--- src/rtl/cpu_regfile_bytewise.sv ---
// Register file with masked write, inc/dec, 8-bit narrow mode and a byte-serial load sequencer.
// Optional second read port is enabled with CPU_REGFILE_DBG_EN.
module cpu_regfile_bytewise #(
  parameter int               WIDTH       = 16,
  parameter int               NUM_REGS    = 4,
  parameter logic [WIDTH-1:0] RESET_VALUE = '0
) (
  input  logic                        clk,
  input  logic                        reset_n,
  input  logic                        cpu_en,
  input  logic [$clog2(NUM_REGS)-1:0] rsel,
  output logic [WIDTH-1:0]            rdata,
  input  logic [1:0]                  op,
  input  logic [WIDTH-1:0]            wdata,
  input  logic [WIDTH-1:0]            wmask,
  input  logic                        narrow,
  output logic                        flag_z,
  output logic                        flag_n,
  input  logic                        load_start,
  input  logic [7:0]                  bus_byte,
  input  logic                        byte_valid,
  output logic                        byte_ready,
  output logic                        busy,
`ifdef CPU_REGFILE_DBG_EN
  input  logic [$clog2(NUM_REGS)-1:0] dbg_rsel,
  output logic [WIDTH-1:0]            dbg_rdata,
`endif
  output logic                        load_done
);
  localparam int SEL_W = $clog2(NUM_REGS);
  localparam int NB    = WIDTH / 8;
  localparam int CNT_W = $clog2(NB + 1);
  localparam logic [WIDTH-1:0] LOW_MASK = WIDTH'(8'hFF);

  localparam logic [1:0] OP_NOP = 2'b00, OP_WR = 2'b01, OP_INC = 2'b10, OP_DEC = 2'b11;

  typedef enum logic {IDLE, LOAD} state_t;

  logic [NUM_REGS-1:0][WIDTH-1:0] regs;
  state_t                         state, state_nxt;
  logic [SEL_W-1:0]               target;
  logic [CNT_W-1:0]               cnt, nbytes;
  logic                           ld_narrow;
  logic [WIDTH-1:0]               shadow, shadow_nxt, commit_val;
  logic [WIDTH-1:0]               cur, m, res;
  logic [7:0]                     low_res;
  logic                           exec, start, accept, last;

  assign rdata = regs[rsel];
`ifdef CPU_REGFILE_DBG_EN
  assign dbg_rdata = regs[dbg_rsel];
`endif

  assign busy       = (state == LOAD);
  assign byte_ready = busy && cpu_en;
  assign exec       = cpu_en && !busy && (op != OP_NOP);
  assign start      = cpu_en && !busy && load_start;
  assign accept     = byte_ready && byte_valid;
  assign last       = accept && (cnt == nbytes - CNT_W'(1));

  // Op datapath: narrow mode confines every change to the low byte.
  assign cur = regs[rsel];
  always_comb begin
    m       = narrow ? (wmask & LOW_MASK) : wmask;
    low_res = (op == OP_DEC) ? cur[7:0] - 8'd1 : cur[7:0] + 8'd1;
    res     = cur;
    case (op)
      OP_WR:  res = (cur & ~m) | (wdata & m);
      OP_INC: res = narrow ? ((cur & ~LOW_MASK) | WIDTH'(low_res)) : cur + WIDTH'(1);
      OP_DEC: res = narrow ? ((cur & ~LOW_MASK) | WIDTH'(low_res)) : cur - WIDTH'(1);
      default: res = cur;
    endcase
  end

  // Shadow with the in-flight byte merged so the final byte commits in the same edge.
  always_comb begin
    shadow_nxt = shadow;
    for (int b = 0; b < NB; b++)
      if (cnt == CNT_W'(b)) shadow_nxt[8*b +: 8] = bus_byte;
    commit_val = ld_narrow ? ((regs[target] & ~LOW_MASK) | (shadow_nxt & LOW_MASK))
                           : shadow_nxt;
  end

  genvar i;
  generate
    for (i = 0; i < NUM_REGS; i++) begin : g_reg
      always_ff @(posedge clk) begin
        if (!reset_n)                            regs[i] <= RESET_VALUE;
        else if (exec && rsel == SEL_W'(i))      regs[i] <= res;
        else if (last && target == SEL_W'(i))    regs[i] <= commit_val;
      end
    end
  endgenerate

  always_ff @(posedge clk) begin
    if (!reset_n) begin
      flag_z <= 1'b0;
      flag_n <= 1'b0;
    end else if (exec) begin
      flag_z <= narrow ? (res[7:0] == 8'd0) : (res == '0);
      flag_n <= narrow ? res[7] : res[WIDTH-1];
    end
  end

  always_comb begin
    state_nxt = state;
    case (state)
      IDLE:    if (start) state_nxt = LOAD;
      LOAD:    if (last)  state_nxt = IDLE;
      default: state_nxt = IDLE;
    endcase
  end

  always_ff @(posedge clk) begin
    if (!reset_n) begin
      state     <= IDLE;
      target    <= '0;
      cnt       <= '0;
      nbytes    <= '0;
      ld_narrow <= 1'b0;
      shadow    <= '0;
      load_done <= 1'b0;
    end else begin
      state     <= state_nxt;
      load_done <= last;
      if (start) begin
        target    <= rsel;
        cnt       <= '0;
        nbytes    <= narrow ? CNT_W'(1) : CNT_W'(NB);
        ld_narrow <= narrow;
        shadow    <= '0;
      end else if (accept) begin
        shadow <= shadow_nxt;
        cnt    <= cnt + CNT_W'(1);
      end
    end
  end
endmodule
--- config.mk ---
export PLATFORM = sky130hd
export DESIGN_NAME = cpu_regfile_bytewise
export DESIGN_NICKNAME = d
export VERILOG_FILES = /design/src/rtl/cpu_regfile_bytewise.sv
export SDC_FILE = /design/constraint.sdc
export NUM_CORES = 1
export LEC_CHECK = 0
export CORE_UTILIZATION = 45
export CTS_CLUSTER_SIZE = 28
export DETAILED_ROUTE_END_ITERATION = 12
export PLACE_DENSITY = 0.66
export SLEW_MARGIN = 40
export SYNTH_ARGS = -nofsm -noshare
export SYNTH_HDL_FRONTEND = slang
export SYNTH_SLANG_ARGS = --single-unit
export TNS_END_PERCENT = 10
--- constraint.sdc ---
create_clock -name clk -period 8 [get_ports clk]
set_clock_uncertainty 0.05 [all_clocks]
set_input_delay 1.6 -clock clk [delete_from_list [all_inputs] [get_ports clk]]
set_output_delay 1.6 -clock clk [all_outputs]
set_load 0.1 [all_outputs]
* Word level (Yosys, flattened, before mapping)
Index checks and enable logic that the tools add are counted.
** Cells by class
- $add $sub $neg :: 6
- Order comparisons :: 2
- Eq/ne operators :: 11
- Multiplexer cells :: 26
- Bitwise operators :: 8
- Reduce and logical (&&, ||, !) cells :: 26
** Operators with widths (count)
- two-way mux 16 bit :: 14
- binary-select mux 16 bit (select 2 bit) :: 2
- case mux 16 bit (3 select lines) :: 1
- bitwise AND 16 bit :: 2
- bitwise OR 16 x 8 -> 16 bit :: 2
- two-way mux 8 bit :: 3
- adder 16 x 1 -> 16 bit (second input constant) :: 1
- logical NOT 16 bit :: 1
- NOT 16 bit :: 1
- bitwise OR 16 bit :: 1
- subtractor 16 x 1 -> 16 bit (second input constant) :: 1
- logical AND 1 bit :: 14
- equality test 2 bit (second input constant) :: 6
- nonzero test 2 bit :: 5
- adder 8 x 1 -> 8 bit (second input constant) :: 1
- equality test 2 x 1 -> 1 bit (second input constant) :: 4
- logical NOT 8 bit :: 1
- subtractor 8 x 1 -> 8 bit (second input constant) :: 1
- logical NOT 2 bit :: 3
- less-than comparator 2 x 3 -> 1 bit (second input constant) :: 2
- two-way mux 1 bit :: 4
- adder 2 x 1 -> 2 bit (second input constant) :: 1
- equality test 2 bit :: 1
- two-way mux 2 bit :: 1
- 5 further kinds :: 6
** Word-level totals
- Flip-flop bits (word level) :: 91
- Bits of input ports :: 50
- Output and inout port bits :: 21
- Logic and storage cells :: 92

* Logic depth before layout (Yosys ltp)
Gate-level depths: netlist (run 1).
- Depth in word-level cells :: 9
- Depth in mapped cells :: 14
- Gate-level depth less buffers :: 12

* Least setup slack after synthesis (run 1)
Ideal clock, no wire load.
- Path kind :: input to register
- Start point :: input port rsel[1]
- End point :: register flag_z
- Setup time :: 0.118 ns
- Arrival time :: 5.085 ns
- Required time :: 7.832 ns
- Slack :: 2.747 ns
- Stages on the path :: 13
- Path buffers :: 2
- Cells stage by stage :: buf_6 -> mux4_2 -> clkbuf_1 -> fa_1 -> a21o_1 -> a21oi_1 -> o21bai_1 -> a21oi_1 -> xor2_1 -> a221oi_1 -> nor4b_2 -> and4_1 -> nand2b_1
** On the way
- Longest elaborated chain between the ends :: 9
- Elaborated cells between the ends (all ways) :: 16
- Classes of those cells :: 4 x add/sub; 7 x mux; 3 x bitwise; 2 x reduce/logical
** RTL lines
- start, declared :: line 11 : input logic [$clog2(NUM_REGS)-1:0] rsel,
- binary-select mux 16 bit (select 2 bit) *
- two-way mux 16 bit *
- net rdata[0] :: line 12 : output logic [WIDTH-1:0] rdata,
- adder 8 x 1 -> 8 bit or subtractor 8 x 1 -> 8 bit (tied branches) :: line 65 : low_res = (op == OP_DEC) ? cur[7:0] - 8'd1 : cur[7:0] + 8'd1;
- two-way mux 8 bit :: line 65
- bitwise OR 16 x 8 -> 16 bit :: line 69, 70
- two-way mux 16 bit, on equally long branches :: line 70, 69
- case mux 16 bit (3 select lines) * :: line 67 : case (op)
- logical NOT 16 bit or logical NOT 8 bit (tied branches) :: line 100 : flag_z <= narrow ? (res[7:0] == 8'd0) : (res == '0);
- two-way mux 1 bit * :: line 100
- end signal, assigned :: line 100
- end, declared :: line 17 : output logic flag_z,
The timed path passes the listed nets; every way through them passes the cells marked *. The select of a mux whose other input is x is not followed.
A chain may end at the register's enable or synchronous reset.

* Final worst setup path (run 1)
- Start point :: input port op[0]
- End point :: register flag_z
** On the way
- Longest elaborated chain between the ends :: 7
- Elaborated cells between the ends (all ways) :: 13
- Classes of those cells :: 3 x eq/ne; 5 x mux; 1 x bitwise; 4 x reduce/logical
** RTL lines
- start, declared :: line 13 : input logic [1:0] op,
- equality test 2 bit :: line 65, 67
- two-way mux 8 bit :: line 65
- bitwise OR 16 x 8 -> 16 bit :: line 69, 70
- two-way mux 16 bit, on equally long branches :: line 70, 69
- case mux 16 bit (3 select lines) :: line 67
- logical NOT 16 bit or logical NOT 8 bit (tied branches) :: line 100
- two-way mux 1 bit :: line 100
Parallel ways exist; a longest one is shown, timed or not.

==> results of run 1 <==
-- worst register-to-register path: stages (launching register included) --
cell	delay (ns)
dfxtp_1	0.32
mux4_2	0.61
ha_1	0.41
and2_1	0.18
a311o_1	0.35
o221ai_1	0.24
o21ai_0	0.18
xnor2_1	0.16
a221oi_2	0.48
nor4b_2	0.12
and4_1	0.17
nand2b_1	0.13
-- worst paths after layout --
| path | cells past startpoint | to | start | slack [ns] |
|---|---|---|---|---|
| max | 14 | flag_z | op[0] | 2.43 |
| min | 2 | shadow[13] | shadow[13] | 0.41 |
| max reg2reg | 11 | flag_z | regs[50] | 4.49 |
| min reg2reg | 2 | shadow[13] | shadow[13] | 0.41 |
-- power groups by stage --
stage	combinational (mW)	clock, mW	sequential [mW]
2_1_floorplan	0.159	0	0.481
3_3_place_gp	0.233	0	0.482
3_5_place_dp	0.232	0	0.482
4_1_cts	0.233	0.460	0.472
5_1_grt	0.253	0.481	0.474
6_report	0.236	0.454	0.473
-- cells by family (layout without fill, tap and decap cells) --
kind of cell             count (synthesis)  count (layout)  share of synthesized area [%]
XOR/XNOR                                20              20                           2.87
AND/OR/NAND/NOR                        289             289                           22.5
flip-flops                              90              90                           29.5
buffers and inverters                   70             113                           4.88
AO/OA/AOI/OAI                          202             202                           23.9
multiplexers                            54              54                           13.9
adder cells (fa/ha/maj)                 11              11                           2.38
-- final cells by class --
class	instances	area share [%]
timing repair buffer	82	9.57
sequential	90	25.4
clock buffer	10	3.37
inverter	15	0.812
multi-input combinational	576	56.6
clock inverter	6	1.13
tap	176	3.11
-- layout by cell type (no fill, tap or decap), types with 7 or more instances in the layout --
master / synthesis / routed
a21oi_1: 40 / 40
nor2_1: 72 / 69
a221oi_1: 9 / 9
a22oi_1: 35 / 35
a21boi_0: 28 / 28
nand3_1: 17 / 17
buf_2: 4 / 22
o21ai_0: 21 / 21
mux4_2: 24 / 24
dfxtp_1: 90 / 90
and2_1: 17 / 17
mux2i_1: 24 / 24
clkbuf_16: 0 / 9
a211oi_1: 8 / 8
a311oi_1: 14 / 14
nor3_1: 17 / 17
inv_1: 13 / 13
xnor2_1: 14 / 14
ha_1: 10 / 10
buf_4: 2 / 11
clkdlybuf4s50_1: 0 / 48
nand2_1: 117 / 117
or3_1: 7 / 7
o221ai_1: 11 / 11
-- through the flow --
| step | util [%] | total power, mW | hold slack [ns] |
|---|---|---|---|
| global route | 53.5 | 1.21 | 0.432 |
| CTS | 53.5 | 1.17 | 0.412 |
| global placement | 51.8 | 0.715 | 0.392 |
| floorplan | - | 0.641 | 0.372 |
| detailed placement | 51.1 | 0.714 | 0.403 |
| finish | 53.5 | 1.16 | 0.410 |
-- sequential cells by signal (all words and copies together), names as in the netlist --
signal and flops:
cnt 2, regs 64, flag_n 1, target 2, load_done 1, flag_z 1, shadow 16, nbytes 2
busy 1
-- synthesized netlist by cell type, types with 11 or more instances --
library cell,n,area share (%)
o21ai_0,21,1.7
dfxtp_1,90,30
a21boi_0,28,3.4
clkbuf_1,45,2.8
inv_1,13,0.80
xnor2_1,14,2.0
a311oi_1,14,2.0
nand3_1,17,1.4
mux4_2,24,8.9
nand2_1,117,7.2
nor2_1,72,4.4
a22oi_1,35,4.3
mux2i_1,24,3.9
a21oi_1,40,3.3
o221ai_1,11,1.6
and2_1,17,1.7
nor3_1,17,1.4
-- per-layer routing --
| metal | up-vias | wire length (µm) | part of all wire, % |
|---|---|---|---|
| li1 | 2800 | - | - |
| met1 | 2878 | 8350 | 42 |
| met2 | 366 | 9170 | 46 |
| met3 | 52 | 1960 | 9.8 |
| met4 | 0 | 603 | 3.0 |
| met5 | - | 0 | 0 |
==> summary.txt, run 1 <==
Clocking
  – CTS resizes: 0
  – Root Driver: clkbuf_16
  – Clock Latency Late Sink: 0.35 ns
  – CTS tree: done
  – CTS clk-pin slew, worst paths: around 0.060 ns
  – Clk sink count: 90
  – Number of hold buffers added after cts: 0
  – Setup Fix Bufs, Post-CTS: 0
  – Num CTS Buffers: 9
  – Clk buf depth: 2
  – H-tree levels: 3

Yosys
  – Seq/Total Area, Yosys: roughly 30%
  – Yosys reg bits: 90
  – Area of the mapped netlist: 6100 µm²
  – Yosys warns: 0
  – Post-synth EDFFs: 0
  – Fraction of registers with async set/reset: 0%
  – Synth Area per Inst: 8.29 µm²
  – Cells after synthesis: roughly 740
  – Main flop type after synthesis: dfxtp_1
  – Distinct cells, synth: 64
  – Net count after synthesis: between 700 and 800

Detailed routing
  – Via-to-Cell Ratio: 6.38
  – Initial DRC Count: about 840
  – DRC errors left: 0
  – Vias: 6096
  – Final wirelength: 20.1 mm
  – DRT Pass-1 Iters: 5
  – Post-DR wirelength/cell: 21.0 µm
  – Post-route antenna net violation count: 0

Setup path
  – WP data arrival: 5.76 ns
  – Crit. End Element: register
  – Top cell family by delay on the critical path: compound AO/OA/AOI/OAI gates
  – Max incr delay on CP: 0.61 ns
  – Path type of the worst setup path: in2reg
  – Worst EP required: 8.19 ns
  – Crit-path cells: clkdlybuf4s50_1, buf_4, inv_1, nor2_2, ha_1, and2_1, a311o_1, o221ai_1, o21ai_0, xnor2_1, a221oi_2, nor4b_2, and4_1, nand2b_1
  – Bufs and invs on worst path: 3
  – Worst path slowest cell: nor2_2
  – Crit path launch type: input pin
  – Crit-path max FO: 36

Global route
  – Gr ovfl total: 0
  – Met1 track demand over resource: 39.1%
  – Vias in the first global route: about 5700
  – GRT Resource Usage Total: between 20% and 30%
  – Met2 global-route usage: 45.6%
  – Global routing's busiest layer: met2
  – Largest net degree at the start of global routing: 49
  – First-pass GRT wire length: between 30 and 40 mm
  – Met3 Use GR: 4.68%
  – Initial antenna violation count: 0

Timing
  – Final hold viol count: 0
  – Actual slew at the worst max-slew pin: 0.859 ns
  – RSZ-0062 raised after global routing: false
  – Slew HR: 41.9%
  – Max Slew Vio Count: 0
  – Achievable Freq: 180 MHz
  – Setup TNS: 0 ns
  – Final WS setup: approximately 2.4 ns
  – Final worst-path cycle share: around 70%
  – # setup viols final: 0
  – Minimum clock period: 5.57 ns

Final layout
  – Final Instance Area: about 7100 µm²
  – Area delta synth->final: 16.1%
  – Flip-flop and latch area: 1800 µm²
  – Share of layout cells above drive strength 1: 13.1%
  – # fillers: 1244
  – # diodes: 0
  – Multi-input gate area: 4010 µm²
  – Final nets: 835
  – Finished Layout Cells: between 900 and 1000

Floorplanning
  – Initial Util: 46.1%
  – Die Y: 118 µm
  – Rows: 42
  – Ports: 71
  – Die area: 14000 µm²
  – Core area: 13200 µm²
  – Die boundary width: 118 µm

Pwr
  – Sequential share of power: 40.7%
  – Combinational Power Share: between 20% and 30%
  – Worst vdd ir: 0.117 mV
  – Pwr Density: about 160 nW/µm²
  – Leak Pwr: around 2.5 nW
  – Switching part of the total: about 29%
  – P_int: a little over 0.8 mW
  – Clk pwr share: 39.0%
  – P_sw: roughly 0.33 mW

Placed design
  – Placer congestion estimate: 0.901
  – Port buffer count: 70
  – Placed Area: 6760 µm²
  – DP Wirelength: roughly 15 mm
  – Pre-CTS setup slack: 2.07 ns
  – Post-Place Cells: 938

Outcome
  – Status: completed

Hold path
  – Worst hold path type: reg2reg

Job
  – Max Cap Violations: 0
No activity file was read; power rests on OpenSTA's default activity.
==> inputs of run 2 (changes only) <==
- PLACE_DENSITY: 0.66 -> 0.69
- clock period: 8 -> 4.8 ns (I/O delays scaled with it)
==> summary.txt, run 2 (synthesis gave the netlist of run 1 again) <==
Outcome
  – Status: completed

Final layout
  – Share of layout cells above drive strength 1: 15.3% (+2.2 points)
  – # fillers: 1219 (-2.0%)
  – Commonest cells after routing, fill and taps aside: nand2_1, dfxtp_1, nor2_1, clkdlybuf4s50_1, a21oi_1
  – Final Instance Area: 7560 µm² (+6.7%)
  – Final nets: 860 (+3.0%)
  – Largest regs: regs: 64 flops, shadow: 16 flops
  – Most common cell after layout, fill and taps aside: nand2_1
  – # diodes: 0 (unchanged)
  – Max reg flops: 64 (unchanged)
  – Area delta synth->final: 23.9%
  – Largest Register: regs
  – Post-layout util: 57.1% (+3.6 points)

Placed design
  – Placer congestion estimate: 0.946 (+5.0%)
  – Placed Area: 7220 µm² (+6.8%)
  – DP Wirelength: 14.5 mm (-0.83%)
  – Pre-CTS setup slack: 0.216 ns (-1.85 ns)
  – Port buffer count: 70 (unchanged)

Detailed routing
  – DRT Pass-1 Iters: 6 (+1)
  – Post-route antenna net violation count: 0 (unchanged)
  – Via-to-Cell Ratio: 6.36 (-0.38%)
  – Post-DR wirelength/cell: 20.4 µm (-2.8%)
  – DRC errors left: 0 (unchanged)
  – Metal3 WL: 1.77 mm (-9.6%)
  – Vias: 6232 (+2.2%)
  – Metal-1 WL: 8.55 mm (+2.5%)
  – Initial DRC Count: 672 (-20%)
  – Top Layer Used: met4
  – Final wirelength: 20.0 mm (-0.20%)
  – Metal2 WL: 9.10 mm (-0.70%)

Pwr
  – Leak Pwr: 2.65 nW (+7.5%)
  – Pwr Density: 265 nW/µm² (+62%)
  – Worst vdd ir: 0.174 mV (+50%)

Clocking
  – CTS clk-pin slew, worst paths: 0.07 ns (about the same)
  – CTS resizes: 0 (unchanged)
  – Clk buf depth: 2 (unchanged)
  – CTS tree: done
  – Root Driver: clkbuf_16
  – Clock Latency Late Sink: 0.34 ns (about the same)
  – H-tree levels: 3 (unchanged)
  – Setup Fix Bufs, Post-CTS: 0 (unchanged)
  – Num CTS Buffers: 9 (unchanged)
  – Clk sink count: 90 (unchanged)
  – Number of hold buffers added after cts: 0 (unchanged)

Timing
  – Worst hold slack: 0.401 ns (-0.00859 ns)
  – Final hold viol count: 0 (unchanged)
  – # setup viols final: 0 (unchanged)
  – Slew HR: 41.4% (-0.45 points)
  – Max Slew Vio Count: 0 (unchanged)
  – Actual slew at the worst max-slew pin: 0.877 ns (+0.0179 ns)
  – Final worst-path cycle share: between 80% and 90%
  – RSZ-0062 raised after global routing: false
  – Setup TNS: 0 ns (unchanged)
  – Minimum clock period: 4.21 ns
  – Achievable Freq: 237 MHz
  – Final WS setup: 0.588 ns (-1.84 ns)

Hold path
  – Worst hold path type: reg2reg

Job
  – Max Cap Violations: 0 (unchanged)

Floorplanning
  – Die Y: 118 µm (unchanged)
  – Rows: 42 (unchanged)
  – Die boundary width: 118 µm (unchanged)
  – Initial Util: 46.1% (unchanged)
  – Ports: 71 (unchanged)
  – Die area: 14000 µm² (unchanged)
  – Core area: 13200 µm² (unchanged)

Global route
  – Gr ovfl total: 0 (unchanged)
  – GRT Resource Usage Total: 28.7% (-0.071 points)
  – Initial antenna violation count: 0 (unchanged)
  – First-pass GRT wire length: 31.7 mm (+0.82%)
  – Vias in the first global route: 5965 (+4.3%)
  – Largest net degree at the start of global routing: 36 (-27%)

Setup path
  – WP data arrival: 4.45 ns (-1.31 ns)
  – Path type of the worst setup path: in2reg
  – Crit path launch type: input pin
  – Worst EP required: 5.04 ns (-3.15 ns)
  – Crit-path max FO: 24 (-33%)
  – Crit. End Element: register
## run 2: cell count changes in the layout (fill, tap and decap cells not counted), sizes merged
cell,previous run,this run
inv,13,14
clkbuf,11,12
clkdlybuf4s50,48,49
clkinv,6,2
buf,33,58
clkinvlp,0,1
## run 2: critical path, stage by stage
cell,delay [ns]
clkdlybuf4s50_1,0.64
buf_12,0.24
mux4_2,0.62
ha_1,0.28
a311o_1,0.32
o221ai_1,0.24
o21ai_0,0.17
xnor2_1,0.21
a221oi_2,0.11
nor4b_2,0.35
and4_1,0.22
nand2b_1,0.09
## run 2: worst paths after layout
check        startpoint  slack [ns]  cells after the start    endpoint
max reg2reg     regs[2]        1.62                     11      flag_z
min reg2reg  shadow[13]        0.40                      2  shadow[13]
max             rsel[1]        0.59                     12      flag_z
min          shadow[13]        0.40                      2  shadow[13]
## run 2: per-layer routing
| layer | up-vias | track usage, % |
|---|---|---|
| met1 | 2946 | 37.9 |
| met3 | 68 | 4.92 |
| li1 | 2839 | - |
| met2 | 379 | 46.7 |
| met5 | - | 0 |
| met4 | 0 | 11.6 |
## run 2: final cells by class
type                       instances  area [µm²]  share of cell area [%]
clock inverter                     4        72.6                   0.960
timing repair buffer             107        1140                    15.1
clock buffer                      12         267                    3.53
inverter                          15        56.3                   0.745
multi-input combinational        576        4000                    52.9
sequential                        90        1800                    23.8
tap                              176         220                    2.91
## run 2: stage by stage
stage          cells  power, mW
2_1_floorplan    736       1.07
3_5_place_dp     964       1.23
5_1_grt          980       2.08
3_3_place_gp     964       1.22
6_report         980       2.01
4_1_cts          980       2.01
## run 2: power by group
group	switching, mW	internal (mW)
clock network	0.292	0.498
registers	0.0206	0.767
logic	0.251	0.178
